File: src/rtl/imem_loader_pkg.sv
// Shared types and constants for the boot-time instruction memory loader.
package imem_loader_pkg;
   typedef enum logic [1:0] {IDLE, RECV, WRITE, DONE} loader_state_t;
   localparam int WORD_BYTES = 4;
   localparam int LANE_W     = 2;
endpackage

File: src/rtl/byte_packer.sv
// Packs a byte stream little-endian into a 32-bit word, lane 0 in bits [7:0].
// One byte per push; last_lane flags that the next push completes the word.
module byte_packer
   import imem_loader_pkg::*;
(
   input  logic                      clk,
   input  logic                      reset,
   input  logic                      clr,
   input  logic                      push,
   input  logic [7:0]                byte_in,
   output logic [8*WORD_BYTES-1:0]   word_out,
   output logic                      last_lane
);
   logic [LANE_W-1:0]         lane_q, lane_d;
   logic [8*WORD_BYTES-1:0]   word_q, word_d;

   always_comb begin
      lane_d = lane_q;
      word_d = word_q;
      if (clr) begin
         lane_d = '0;
         word_d = '0;
      end else if (push) begin
         word_d[{lane_q, 3'b000} +: 8] = byte_in;
         lane_d = lane_q + 1'b1;
      end
   end

   always_ff @(posedge clk or posedge reset) begin
      if (reset) begin
         lane_q <= '0;
         word_q <= '0;
      end else begin
         lane_q <= lane_d;
         word_q <= word_d;
      end
   end

   assign word_out  = word_q;
   assign last_lane = (lane_q == LANE_W'(WORD_BYTES - 1));
endmodule

File: src/rtl/imem_loader.sv
// Boot loader: byte stream in, one imem word write per 4 accepted bytes, core held while busy.
// Outputs are register-decoded; byte_ready drops during WRITE and outside a session.
module imem_loader
   import imem_loader_pkg::*;
#(
   parameter int DEPTH = 64,
   parameter int CNT_W = 7
) (
   input  logic             clk,
   input  logic             reset,
   input  logic             start,
   input  logic [CNT_W-1:0] num_words,
   input  logic             byte_valid,
   input  logic [7:0]       byte_data,
   output logic             byte_ready,
   output logic             we,
   output logic [31:0]      wa,
   output logic [31:0]      wd,
   output logic             busy,
   output logic             cpu_hold,
   output logic             done,
   output logic             err
);
   loader_state_t    state_q, state_d;
   logic [CNT_W-1:0] count_q, count_d;
   logic [CNT_W-1:0] word_idx_q, word_idx_d;
   logic             done_q, done_d;
   logic             err_q, err_d;
   logic             byte_ready_q, byte_ready_d;
   logic             we_q, we_d;
   logic             busy_q, busy_d;
   logic             pk_clr, pk_push, pk_last;
   logic [31:0]      pk_word;

   byte_packer u_packer (
      .clk       (clk),
      .reset     (reset),
      .clr       (pk_clr),
      .push      (pk_push),
      .byte_in   (byte_data),
      .word_out  (pk_word),
      .last_lane (pk_last)
   );

   assign pk_push = byte_ready_q && byte_valid;

   always_comb begin
      state_d    = state_q;
      count_d    = count_q;
      word_idx_d = word_idx_q;
      done_d     = done_q;
      err_d      = err_q;
      pk_clr     = 1'b0;
      case (state_q)
         IDLE, DONE: begin
            if (start) begin
               pk_clr     = 1'b1;
               word_idx_d = '0;
               done_d     = 1'b0;
               err_d      = 1'b0;
               if (num_words == '0) begin
                  state_d = DONE;
                  done_d  = 1'b1;
               end else if (num_words > CNT_W'(DEPTH)) begin
                  state_d = DONE;
                  done_d  = 1'b1;
                  err_d   = 1'b1;
               end else begin
                  count_d = num_words;
                  state_d = RECV;
               end
            end
         end
         RECV: begin
            if (pk_push && pk_last) state_d = WRITE;
         end
         WRITE: begin
            if (word_idx_q == count_q - 1'b1) begin
               state_d = DONE;
               done_d  = 1'b1;
            end else begin
               word_idx_d = word_idx_q + 1'b1;
               state_d    = RECV;
            end
         end
         default: state_d = IDLE;
      endcase
   end

   // Handshake/strobe outputs follow the next state so they are valid from the first cycle in it.
   always_comb begin
      byte_ready_d = (state_d == RECV);
      we_d         = (state_d == WRITE);
      busy_d       = (state_d == RECV) || (state_d == WRITE);
   end

   always_ff @(posedge clk or posedge reset) begin
      if (reset) begin
         state_q      <= IDLE;
         count_q      <= '0;
         word_idx_q   <= '0;
         done_q       <= 1'b0;
         err_q        <= 1'b0;
         byte_ready_q <= 1'b0;
         we_q         <= 1'b0;
         busy_q       <= 1'b0;
      end else begin
         state_q      <= state_d;
         count_q      <= count_d;
         word_idx_q   <= word_idx_d;
         done_q       <= done_d;
         err_q        <= err_d;
         byte_ready_q <= byte_ready_d;
         we_q         <= we_d;
         busy_q       <= busy_d;
      end
   end

   assign byte_ready = byte_ready_q;
   assign we         = we_q;
   assign wa         = {{(32-CNT_W-2){1'b0}}, word_idx_q, 2'b00};
   assign wd         = pk_word;
   assign busy       = busy_q;
   assign cpu_hold   = busy_q;
   assign done       = done_q;
   assign err        = err_q;
endmodule

File: config.mk
export PLATFORM = sky130hd
export DESIGN_NAME = imem_loader
export DESIGN_NICKNAME = d
export VERILOG_FILES = /design/src/rtl/imem_loader_pkg.sv /design/src/rtl/byte_packer.sv /design/src/rtl/imem_loader.sv
export SDC_FILE = /design/constraint.sdc
export NUM_CORES = 1
export LEC_CHECK = 0
export BUFFER_PORTS_ARGS = -buffer_cell sky130_fd_sc_hd__clkbuf_2
export CAP_MARGIN = 30
export CORE_MARGIN = 2
export CORE_UTILIZATION = 45
export DETAILED_ROUTE_END_ITERATION = 8
export PLACE_DENSITY = 0.72
export SLEW_MARGIN = 20
export SYNTH_ARGS = -nofsm -noshare
export SYNTH_HDL_FRONTEND = slang
export SYNTH_SLANG_ARGS = --single-unit
export TNS_END_PERCENT = 5
File: constraint.sdc
create_clock -name clk -period 2.55 [get_ports clk]
set_input_delay 0.255 -clock clk [delete_from_list [all_inputs] [get_ports clk]]
set_output_delay 0.255 -clock clk [all_outputs]
set_load 0.01 [all_outputs]
== Yosys cells after proc, flatten, opt, wreduce, memory -nomap -nowiden ==
Cells that the tools add are included.
W data, S select, Z words.

* Word-level logic and storage cells: 63
* RAM bits: 0
* Bits of input ports: 19
* Register bits: 55
* Latch bits: 0
* ROM bits: 0
* Memories: 0
* Output and inout bits: 70

* Multiplexer cells: 22
* Div/mod/pow operators: 0
* Order comparisons: 1
* Shift operators: 2
* Reduce and logical (&&, ||, !) cells: 12
* Equality and inequality tests: 10
* Bitwise logic cells: 2
* $add $sub $neg: 4
* Multipliers: 0

{| class="wikitable"
|+ Operator list
! kind !! number
|-
| $mux W32 || 2
|-
| $bwmux W32 || 1
|-
| $shift A8 B7 Y32 const A || 1
|-
| $shiftx A8 B7 Y32 || 1
|-
| $mux W2 || 7
|-
| $mux W7 || 2
|-
| $pmux W7 S2 || 1
|-
| $eq A2 B2 Y1 const B || 4
|-
| $add A7 B1 Y7 const B || 1
|-
| $eq A7 B7 Y1 || 1
|-
| $gt A7 B7 Y1 const B || 1
|-
| $logic_not A7 Y1 || 1
|-
| $mux W1 || 7
|-
| $neg A5 Y7 || 1
|-
| $sub A7 B1 Y7 const B || 1
|-
| $ne A2 B2 Y1 const B || 3
|-
| $pmux W2 S3 || 1
|-
| $reduce_and A3 Y1 || 2
|-
| $eq A2 B1 Y1 const B || 2
|-
| $reduce_and A4 Y1 || 1
|-
| $reduce_bool A2 Y1 || 2
|-
| $add A2 B1 Y2 const B || 1
|-
| $logic_and A1 B1 Y1 || 2
|-
| $logic_not A2 Y1 || 1
|-
| other kinds (5) || 6
|}

== Depth between registers and ports, before layout ==
Gate-level depths: netlist of the first run.

* Depth in word-level cells: 7
* Mapped depth: 9
* Mapped depth without buffers: 9

== By module ==
Synthesis of the first run repeated with hierarchy kept, for this count alone.

* Cells, all modules: 285
* Area total of the unflattened synthesis: 3,052.9 um2

{| class="wikitable"
|+ Modules (own cells, without submodules)
! module !! cells each !! seq. area each (um2) !! instances !! area each (um2)
|-
| byte_packer || 123 || 850.8 || 1 || 1,576.5
|-
| imem_loader || 162 || 525.5 || 1 || 1,476.4
|}

== Worst setup path after synthesis of the first run ==
Ideal clock, no wire load.

* Path type: register to register
* Start point: register count_q[0]
* End point: register busy_q (netlist: busy)
* Path slack: 0.257 ns
* Cell stages (with the launch flop): 10
* Arrival time: 2.230 ns
* Path buffers: 0
* Period minus slack after synthesis: 2.293 ns
* Path through: dfrtp_1 > inv_1 > ha_1 > xor2_1 > nand3_1 > or4_1 > a221o_2 > a22oi_1 > ha_1 > inv_1

* Longest elaborated chain between the ends: 6
* Elaborated cells on any way between the ends: 7
* Classes of those cells: add/sub: 1; eq/ne: 3; mux: 2; reduce/logical: 1

{| class="wikitable"
|+ Ends and longest elaborated chain
! item !! RTL line !! text
|-
| start, declared || imem_loader.sv:25 || <nowiki>logic [CNT_W-1:0] count_q, count_d;</nowiki>
|-
| start signal, assigned || imem_loader.sv:109 || <nowiki>count_q <= count_d;</nowiki>
|-
| $sub A7 B1 Y7 (*) || imem_loader.sv:78 || <nowiki>if (word_idx_q == count_q - 1'b1) begin</nowiki>
|-
| $eq A7 B7 Y1 (*) || imem_loader.sv:78 ||
|-
| $mux W2 (*) || imem_loader.sv:78 ||
|-
| $pmux W2 S3 (*) || imem_loader.sv:54 || <nowiki>case (state_q)</nowiki>
|-
| net state_d[1] || imem_loader.sv:24 || <nowiki>loader_state_t state_q, state_d;</nowiki>
|-
| $eq A2 B1 Y1 or $eq A2 B2 Y1 (tied branches) || imem_loader.sv:94 || <nowiki>busy_d = (state_d == RECV) || (state_d == WRITE);</nowiki>
|-
| $logic_or A1 B1 Y1 (*) || imem_loader.sv:94 ||
|-
| net busy_d || imem_loader.sv:31 || <nowiki>logic busy_q, busy_d;</nowiki>
|-
| end signal, assigned || imem_loader.sv:115 || <nowiki>busy_q <= busy_d;</nowiki>
|-
| end, declared || imem_loader.sv:31 ||
|}

The timed path passes the listed nets; every way through them passes the cells marked *.
A chain may end at the register's enable or synchronous reset.

== Worst setup path after layout of the first run ==
* Start point: register count_q[1]
* End point: register busy_q (netlist: busy)

Same word-level chain as after synthesis.

==> results of run 1 <==
cell type report:
cell class / instances / area share [%]
clock inverters: 3 / 0.6800
flip-flops and latches: 55 / 41.56
repair buffers: 73 / 11.79
inverters: 15 / 1.700
well taps: 77 / 2.909
clock buffers: 5 / 2.078
multi-input cells: 181 / 39.29
layout by cell type (no fill, tap or decap), drive strengths merged, types with 10 or more instances in the layout:
| cell type | synthesis | layout |
|---|---|---|
| ha | 11 | 11 |
| inv | 15 | 17 |
| nor2 | 14 | 14 |
| a21oi | 12 | 12 |
| nand2 | 14 | 14 |
| a22o | 31 | 31 |
| conb | 1 | 25 |
| dfrtp | 55 | 55 |
| clkbuf | 8 | 68 |
| buf | 27 | 10 |
layer usage:
layer  vias to the layer above  global-route usage, %  part of all wire [%]
li1                       1026                      -                     -
met1                      1045                  22.90                    45
met2                        71                  30.04                    49
met3                         5                  3.660                   5.0
met4                         0                  4.252                  0.63
met5                         -                      0                     0
stage by stage:
step | instance area, µm² | hold slack [ns]
after floorplan | 2962 | 0.3775
after global placement | 3201 | 0.3848
after detailed placement | 3201 | 0.3823
after CTS | 3292 | 0.04096
after global routing | 3312 | 0.06573
final | 3312 | 0.01515
worst register-to-register path: cells and delay by family (launching register included):
kind	cells	cell delay, ns
buffers and inverters	2	0.11
DFF	1	0.37
adders and majority gates	2	0.53
and+or+nand+nor	2	0.58
AOI/OAI and AO/OA	2	0.54
xor gates and xnor gates	1	0.15
logic make-up (layout without fill, tap and decap cells):
group                      count (synthesis)  after routing
and+or+nand+nor                           61             61
other                                      1             25
buffers and inverters                     50             96
adders and majority gates                 11             11
muxes                                      7              7
xor gates and xnor gates                   9              9
DFF                                       55             55
AOI/OAI and AO/OA                         68             68
power by group through the flow:
stage               clock network, mW  logic [mW]  registers, mW
floorplan                           0        1.14           1.27
CTS                             0.513        1.59           1.25
detailed placement                  0        1.58           1.27
global placement                    0        1.54           1.26
global route                    0.552        1.79           1.27
finish                          0.504        1.63           1.24
what timing repair did:
item	CTS	global route
setup endpoints to repair	0	2
setup buffers	0	2
gates resized for setup	0	1
endpoints found under the hold margin	0	0
worst min path at each step:
stage	startpoint	end	cells after the start
final	reset	u_packer.word_out[2]	2
after global routing	reset	u_packer.word_out[2]	2
after CTS	reset	u_packer.word_out[2]	2
after detailed placement	reset	u_packer.word_out[2]	2
after global placement	reset	u_packer.word_out[19]	2
after floorplan	num_words[0]	count_q[0]	2
sequential cells by signal, indices dropped and copies added, names as in the netlist:
| name | count |
|---|---|
| err | 1 |
| byte_ready | 1 |
| we | 1 |
| u_packer.lane_q | 2 |
| word_idx_q | 7 |
| count_q | 7 |
| state_q | 2 |
| done | 1 |
| busy | 1 |
| u_packer.word_out | 32 |
==> impl_metrics.yaml, run 1 <==
setup_path:
  reg2reg_depth: 9
  rr_startpoint: "count_q[1]"
  r2r_slack_ns: 0.21
  path_cells: "inv_1 -> ha_1 -> xor2_1 -> nand3_1 -> or4_1 -> a221o_2 -> a22oi_2 -> ha_1 -> inv_1"
  cp-end-kind: "register"
  critPathKind: "register to register"
  worstReg2RegEnd: "busy"
  critPathBufInv: 2
  crit_cells: 9
  max_stage_delay_ns: 0.47
  critPathLaunchType: "register"
  cp_top_family: "simple AND/OR/NAND/NOR gates"
  critPathLaunch: "count_q[1]"
  required_ns: 2.80
  critical_path_arrival_ns: 2.60
  crit_fanout: 3
  cp_slowest_cell: "or4_1"
  crit_path_end: "busy"
placed_design:
  place_ws_ns: 0.1054
  dp_hpwl_um: 4695
  place_congestion: 0.8370
  portBuffers: 63
  place_inst: 399
cells_and_area:
  syn2layout_area_growth_pct: 15.34
  drive_gt1_share_pct: 29.52
  fillers: 593
  final_util_pct: 52.76
  multi_input_area_um2: 1301
  seq_area_um2: 1376
  final-instance-count-excl-fill: 409
  antennaDiodeCount: 0
  nNetsFinal: 361
yosys:
  synth.distinct_cells: 43
  syn_avg_cell_area_um2: 10.96
  syn_inst: 262
  yosysTopAreaCell: "dfrtp_1"
  synth-seq-cells: 55
  async_flop_share_pct: 100.0
  synth_top_family_by_area: "compound AO/OA/AOI/OAI gates"
  synth_common_cells: "dfrtp_1 (55), a22o_1 (31), buf_4 (27), inv_1 (15), nor2_1 (14)"
  synth_edf_count: 0
  synthMuxAreaShare_pct: 3.486
  synth_most_common_cell: "dfrtp_1"
  synth_compound_area_share_pct: 19.52
  ys_warn_count: 0
  synth_xor_area_share_pct: 2.745
  syn_area_um2: 2872
  synthAdderAreaFrac_pct: 4.793
  synth_area_leaders: "dfrtp_1 (48%), a22o_1 (9.5%), buf_4 (7.1%)"
  synth_top_area_share_pct: 47.93
  synth-main-ff-cell: "dfrtp_1"
  seq_area_frac_synth_pct: 47.93
  synth_simple_gate_area_share_pct: 11.33
timing:
  setup_violations: 0
  drv_slew: 0
  setup_slack_ns: 0.2067
  relSlewSlack_pct: 55.04
  max_slew.worst_pin.slew_ns: 0.6735
  rsz0062_at_grt: "false"
  fin_tns_setup_ns: 0
  fin_skew_ns: 0.01088
  hold_viol_final: 0
  finalCritPeriodShare_pct: 91.90
  fmax_mhz: 426.7
  min_period_ns: 2.343
power:
  peakVddDrop_mv: 0.5916
  p_leak_nw: 1.699
  p_sw_share_pct: 41.37
  pwr-share-seq_pct: 36.8
  power.total_mw: 3.376
  combPwrFrac_pct: 48.3
  p_clk_share_pct: 14.9
  switchingPower_mw: 1.397
  p_per_area_nw_per_um2: 1019
  p_int_mw: 1.979
route:
  drt_iter0_markers: 68
  routed_via_density: 5.249
  first_pass_iters: 4
  wl_um: 6149
  ant_nets: 0
  drc: 0
  wl_per_cell_um: 15.03
  vias: 2147
floorplan:
  rows: 29
  dieArea_um2: 7036
  start_util_pct: 45.74
  die_w_um: 83.88
  ioPinCount: 89
  core_um2: 6277
  die_h_um: 83.88
clocking:
  cts_tree: "yes"
  htree_levels: 2
  path_clk_slew_ns: 0.10
  clock_path_buffers: 2
  cts_made_buffers: 5
  insertion_delay_ns: 0.31
  clkSinkCount: 55
  root_buffer: "clkbuf_8"
  postCtsHoldBufs: 0
global_route:
  grt_pass1_vias: 2034
  gr-usage-all-layers_pct: 17.58
  grt_max_degree: 35
  grt_pass1_wl_um: 10050
  grt-ovfl-total: 0
  antenna_found_initial: 0
hold_path:
  hold_path_class: "input port to asynchronous set/reset pin"
run:
  max_cap_violations: 0
outcome:
  status: "finished, final reports clean"
No activity file was read; power rests on OpenSTA's default activity.
==> run 2: changes to the inputs <==
- PLACE_DENSITY: 0.72 -> 0.71
- SYNTH_HIERARCHICAL: unset -> 1
==> impl_metrics.yaml, run 2 <==
timing:
  finalCritPeriodShare_pct: 89.27
  rsz0062_at_grt: "false"
  max_slew.worst_pin.slew_ns: 0.7977
  fmax_mhz: 439.3
  setup_violations: 0
  relSlewSlack_pct: 46.76
  hold_viol_final: 0
  drv_slew: 0
  min_period_ns: 2.276
  fin_tns_setup_ns: 0
  fin_skew_ns: 0.007227
yosys:
  synth-seq-cells: 55
  synth_edf_count: 0
  seq_area_frac_synth_pct: 45.08
  synth_xor_area_share_pct: 2.869
  synth_simple_gate_area_share_pct: 14.18
  synth_top_area_share_pct: 45.08
  synth_compound_area_share_pct: 18.48
  synthAdderAreaFrac_pct: 4.508
  synth-main-ff-cell: "dfrtp_1"
  synth_most_common_cell: "dfrtp_1"
  syn_inst: 285
  synth_common_cells: "dfrtp_1 (55), buf_4 (26), inv_1 (20), a32o_1 (16), o2bb2ai_1 (13)"
  synth_area_leaders: "dfrtp_1 (45%), buf_4 (6.4%), a32o_1 (5.2%)"
  syn_avg_cell_area_um2: 10.71
  yosysTopAreaCell: "dfrtp_1"
  synth.distinct_cells: 47
  async_flop_share_pct: 100.0
  synthMuxAreaShare_pct: 3.238
  synth_top_family_by_area: "compound AO/OA/AOI/OAI gates"
  syn_area_um2: 3053
  ys_warn_count: 6
clocking:
  cts-resized-gates: 0
  cts_made_buffers: 5
  htree_levels: 2
  clkSinkCount: 55
  postCtsHoldBufs: 0
  insertion_delay_ns: 0.31
  root_buffer: "clkbuf_8"
  postCtsSetupRepairBufs: 0
  clock_path_buffers: 2
  path_clk_slew_ns: 0.11
  cts_tree: "yes"
setup_path:
  cp-end-kind: "register"
  crit_fanout: 11
  critPathLaunch: "state_q[0]"
  critical_path_arrival_ns: 2.54
  critPathKind: "register to register"
  crit_path_end: "busy"
  rr_startpoint: "state_q[0]"
  required_ns: 2.81
  r2r_slack_ns: 0.27
  reg2reg_depth: 9
  critPathLaunchType: "register"
  worstReg2RegEnd: "busy"
cells_and_area:
  multi_input_area_um2: 1415
  fillers: 619
  seq_area_um2: 1376
  final_common_cell: "clkbuf_2"
  largest_reg_flops: 32
  syn2layout_area_growth_pct: 11.72
  antennaDiodeCount: 0
  final-instance-count-excl-fill: 425
  drive_gt1_share_pct: 26.67
  final_cell_mix: "clkbuf_2 (63), dfrtp_1 (55), conb_1 (25)"
  nNetsFinal: 374
power:
  peakVddDrop_mv: 0.5712
  p_leak_nw: 1.638
  p_per_area_nw_per_um2: 934.9
outcome:
  status: "finished, final reports clean"
floorplan:
  die_w_um: 86.37
  die_h_um: 86.37
  ioPinCount: 89
  core_um2: 6681
  rows: 30
  dieArea_um2: 7459
  start_util_pct: 45.69
global_route:
  grt_pass1_wl_um: 10250
  gr-usage-all-layers_pct: 17.23
  grt-ovfl-total: 0
  antenna_found_initial: 0
  grt_max_degree: 35
  grt_pass1_vias: 2121
placed_design:
  dp_hpwl_um: 4762
  place_inst: 417
  portBuffers: 63
  place_congestion: 0.7926
run:
  max_cap_violations: 0
hold_path:
  hold_path_class: "input port to asynchronous set/reset pin"
route:
  routed_via_density: 5.391
  wl_per_cell_um: 15.02
  ant_nets: 0
  drt_iter0_markers: 134
  vias: 2291
  wl_um: 6385
  drc: 0
  first_pass_iters: 4
[run 2: layout make-up]
type                    count  area share (%)
repair buffers             68           10.34
clock buffers               5           2.018
clock inverters             3          0.6603
multi-input cells         194           41.49
well taps                  80           2.935
flip-flops and latches     55           40.35
inverters                  20           2.201
[run 2: kinds of logic after synthesis]
family / after synthesis
xor gates and xnor gates: 10
other: 1
adders and majority gates: 11
and+or+nand+nor: 74
buffers and inverters: 60
AOI/OAI and AO/OA: 65
muxes: 9
DFF: 55
[run 2: metal layers]
| metal | vias to the layer above | wire length [µm] | GRT usage [%] |
|---|---|---|---|
| met5 | - | 0 | 0 |
| met4 | 0 | 67 | 5.682 |
| met3 | 6 | 356 | 4.095 |
| met2 | 71 | 3230 | 27.90 |
| met1 | 1107 | 2730 | 22.82 |
| li1 | 1107 | - | - |
[run 2: where the power goes]
group	internal (mW)	switching (mW)
sequential	1.07	0.170
clock	0.197	0.290
combinational	0.583	0.883
total	1.85	1.34
[run 2: worst min path at each step]
| stage | from | end | slack [ns] | depth (start not counted) |
|---|---|---|---|---|
| 5_1_grt | reset | u_packer/word_out[19] | 0.08 | 3 |
| 6_report | reset | u_packer/word_out[19] | 0.03 | 3 |
| 3_5_place_dp | reset | u_packer/word_out[15] | 0.39 | 3 |
| 3_3_place_gp | reset | u_packer/word_out[11] | 0.39 | 3 |
| 2_1_floorplan | reset | busy | 0.23 | 1 |
| 4_1_cts | reset | u_packer/word_out[19] | 0.04 | 3 |
[run 2: worst max-delay path, cell delays in order (launching register included)]
cell	delay (ns)
dfrtp_1	0.41
inv_1	0.06
ha_1	0.38
inv_1	0.21
nor3_1	0.26
o211ai_2	0.24
o21ai_1	0.23
and2_1	0.15
ha_1	0.22
inv_1	0.05
[run 2: stage by stage]
step           worst slack [ns]  instance area [µm²]  hold slack [ns]  power, mW  util [%]
4_1_cts                  0.2906                 3411          0.03940      3.223     51.05
5_1_grt                 0.01153                 3411          0.07849      3.447     51.05
3_3_place_gp             0.4363                 3319           0.3854      2.685     49.68
6_report                 0.2736                 3411          0.02927      3.189     51.05
2_1_floorplan            0.5479                 3143           0.2315      2.405         -
3_5_place_dp             0.3105                 3319           0.3886      2.726     49.68
==> run 3: changes to the inputs <==
- ABC_AREA: unset -> 1
- PLACE_DENSITY: 0.71 -> 0.7
==> impl_metrics.yaml, run 3 <==
outcome:
  status: "finished, final reports clean"
clocking:
  cts_made_buffers: 5
  path_clk_slew_ns: 0.10
  postCtsSetupRepairBufs: 0
  cts_tree: "yes"
  clock_path_buffers: 2
  insertion_delay_ns: 0.32
  clkSinkCount: 55
  root_buffer: "clkbuf_8"
  htree_levels: 2
floorplan:
  die_w_um: 89.01
  core_um2: 6907
  dieArea_um2: 7923
  start_util_pct: 47.08
  ioPinCount: 89
  die_h_um: 89.01
  rows: 30
setup_path:
  r2r_slack_ns: 0.61
  cp_top_family: "adder cells"
  worstReg2RegEnd: "busy"
  critPathLaunchType: "register"
  cp-end-kind: "register"
  cp_slowest_cell: "dfrtp_1"
  crit_fanout: 7
  critPathBufInv: 3
  reg2reg_depth: 9
  required_ns: 2.76
  critical_path_arrival_ns: 2.15
  max_stage_delay_ns: 0.39
  path_cells: "inv_1 -> ha_1 -> nand2_1 -> inv_1 -> nand3_1 -> o21ai_0 -> a21oi_1 -> ha_1 -> inv_1"
  crit_path_frequent_cell: "inv_1"
  rr_startpoint: "state_q[0]"
  critPathKind: "register to register"
  crit_cells: 9
placed_design:
  place_congestion: 0.9053
  portBuffers: 63
  place_inst: 582
  dp_hpwl_um: 5202
  place_ws_ns: 0.6279
  placed_area_um2: 3560
route:
  routed_via_density: 4.559
  wl_um: 6791
  drt_iter0_markers: 174
  vias: 2699
  first_pass_iters: 5
  drc: 0
  ant_nets: 0
  wl_per_cell_um: 11.47
cells_and_area:
  nNetsFinal: 525
  largest_reg_flops: 32
  final-instance-count-excl-fill: 592
  final_common_cell: "nand2_1"
  final_cell_mix: "nand2_1 (148), clkbuf_2 (63), dfrtp_1 (55)"
  drive_gt1_share_pct: 23.99
  antennaDiodeCount: 0
  syn2layout_area_growth_pct: 12.89
  final_util_pct: 53.15
  stdcell_area_um2: 3671
timing:
  min_period_ns: 1.942
  hold_viol_final: 0
  fmax_mhz: 514.9
  setup_violations: 0
  setup_slack_ns: 0.6078
  fin_skew_ns: 0.01162
  finalCritPeriodShare_pct: 76.17
  rsz0062_at_grt: "false"
  fin_tns_setup_ns: 0
  drv_slew: 0
global_route:
  grt_pass1_wl_um: 11300
  gr-usage-all-layers_pct: 18.19
  grt_pass1_vias: 2474
  grt_max_degree: 35
  grt-ovfl-total: 0
  antenna_found_initial: 0
yosys:
  synth.distinct_cells: 30
  synth_edf_count: 0
  synth-seq-cells: 55
  synth_most_common_cell: "nand2_1"
  syn_avg_cell_area_um2: 7.616
  syn_inst: 427
  synth_top_area_share_pct: 42.32
  ys_warn_count: 6
  seq_area_frac_synth_pct: 42.32
  syn_area_um2: 3252
  synth_area_leaders: "dfrtp_1 (42%), nand2_1 (17%), buf_4 (6.2%)"
  async_flop_share_pct: 100.0
  synth_common_cells: "nand2_1 (148), dfrtp_1 (55), inv_1 (48), nand3_1 (32), buf_4 (27)"
  synth-main-ff-cell: "dfrtp_1"
  yosysTopAreaCell: "dfrtp_1"
hold_path:
  hold_path_class: "input port to register"
  hold_start: "num_words[2]"
  hold-path-cell-count: 3
  hold_end: "count_q[2]"
power:
  p_leak_nw: 2.158
  p_per_area_nw_per_um2: 941.3
  peakVddDrop_mv: 0.4208
run:
  max_cap_violations: 0
==> run 3: power by group <==
| group | internal (mW) | total (mW) | switching (mW) |
|---|---|---|---|
| registers | 1.05 | 1.21 | 0.161 |
| logic | 0.557 | 1.75 | 1.19 |
| clock network | 0.198 | 0.494 | 0.296 |
| total | 1.80 | 3.46 | 1.65 |
==> run 3: final cells by class <==
type | count | area (µm²)
timing repair buffer | 67 | 351.6
fill | 709 | 3236
tap | 96 | 120.1
sequential | 55 | 1376
clock buffer | 6 | 72.57
multi-input combinational | 306 | 1505
inverter | 60 | 227.7
clock inverter | 2 | 17.52
==> run 3: worst max path at each step <==
| stage | start | slack (ns) | to |
|---|---|---|---|
| 2_1_floorplan | state_q[0] | 0.80 | busy |
| 3_3_place_gp | state_q[0] | 0.68 | busy |
| 3_5_place_dp | state_q[0] | 0.63 | busy |
| 4_1_cts | state_q[0] | 0.61 | busy |
| 5_1_grt | state_q[0] | 0.41 | busy |
| 6_report | state_q[0] | 0.61 | busy |
==> run 3: cells by family (layout without fill, tap and decap cells) <==
kind of cell    Yosys count  count (layout)  share of synthesized area, %
simple gates            231             231                         31.97
buf+inv                  90             135                         14.16
other cells               1              25                        0.1153
flops                    55              55                         42.32
fa+ha+maj                11              11                         4.232
compound gates           37              37                         6.656
xor+xnor                  2               2                        0.5388
==> run 3: per-layer routing <==
layer  vias up  GRT usage (%)  share of wire [%]
met3        10          3.139                4.3
met2        66          28.77                 47
li1       1401              -                  -
met5         -              0                  0
met1      1222          25.76                 47
met4         0          5.427                1.7
==> run 3: what timing repair did <==
item | 4_1_cts | 5_1_grt
gates resized for setup | 0 | 0
endpoints found under the setup margin | 0 | 0
endpoints found under the hold margin | 0 | 7
hold buffers | 0 | 1
==> run 3: worst min-delay path, stage by stage <==
cell and delay (ns):
clkbuf_2 0.09, nand2_1 0.04, o21ai_0 0.05
==> run 3: metrics by stage <==
stage               hold slack (ns)  total power, mW
floorplan                    0.2315            2.646
global placement             0.3650            2.934
detailed placement           0.3766            2.972
CTS                         0.02558            3.480
global route                 0.1794            3.799
finish                       0.1599            3.456
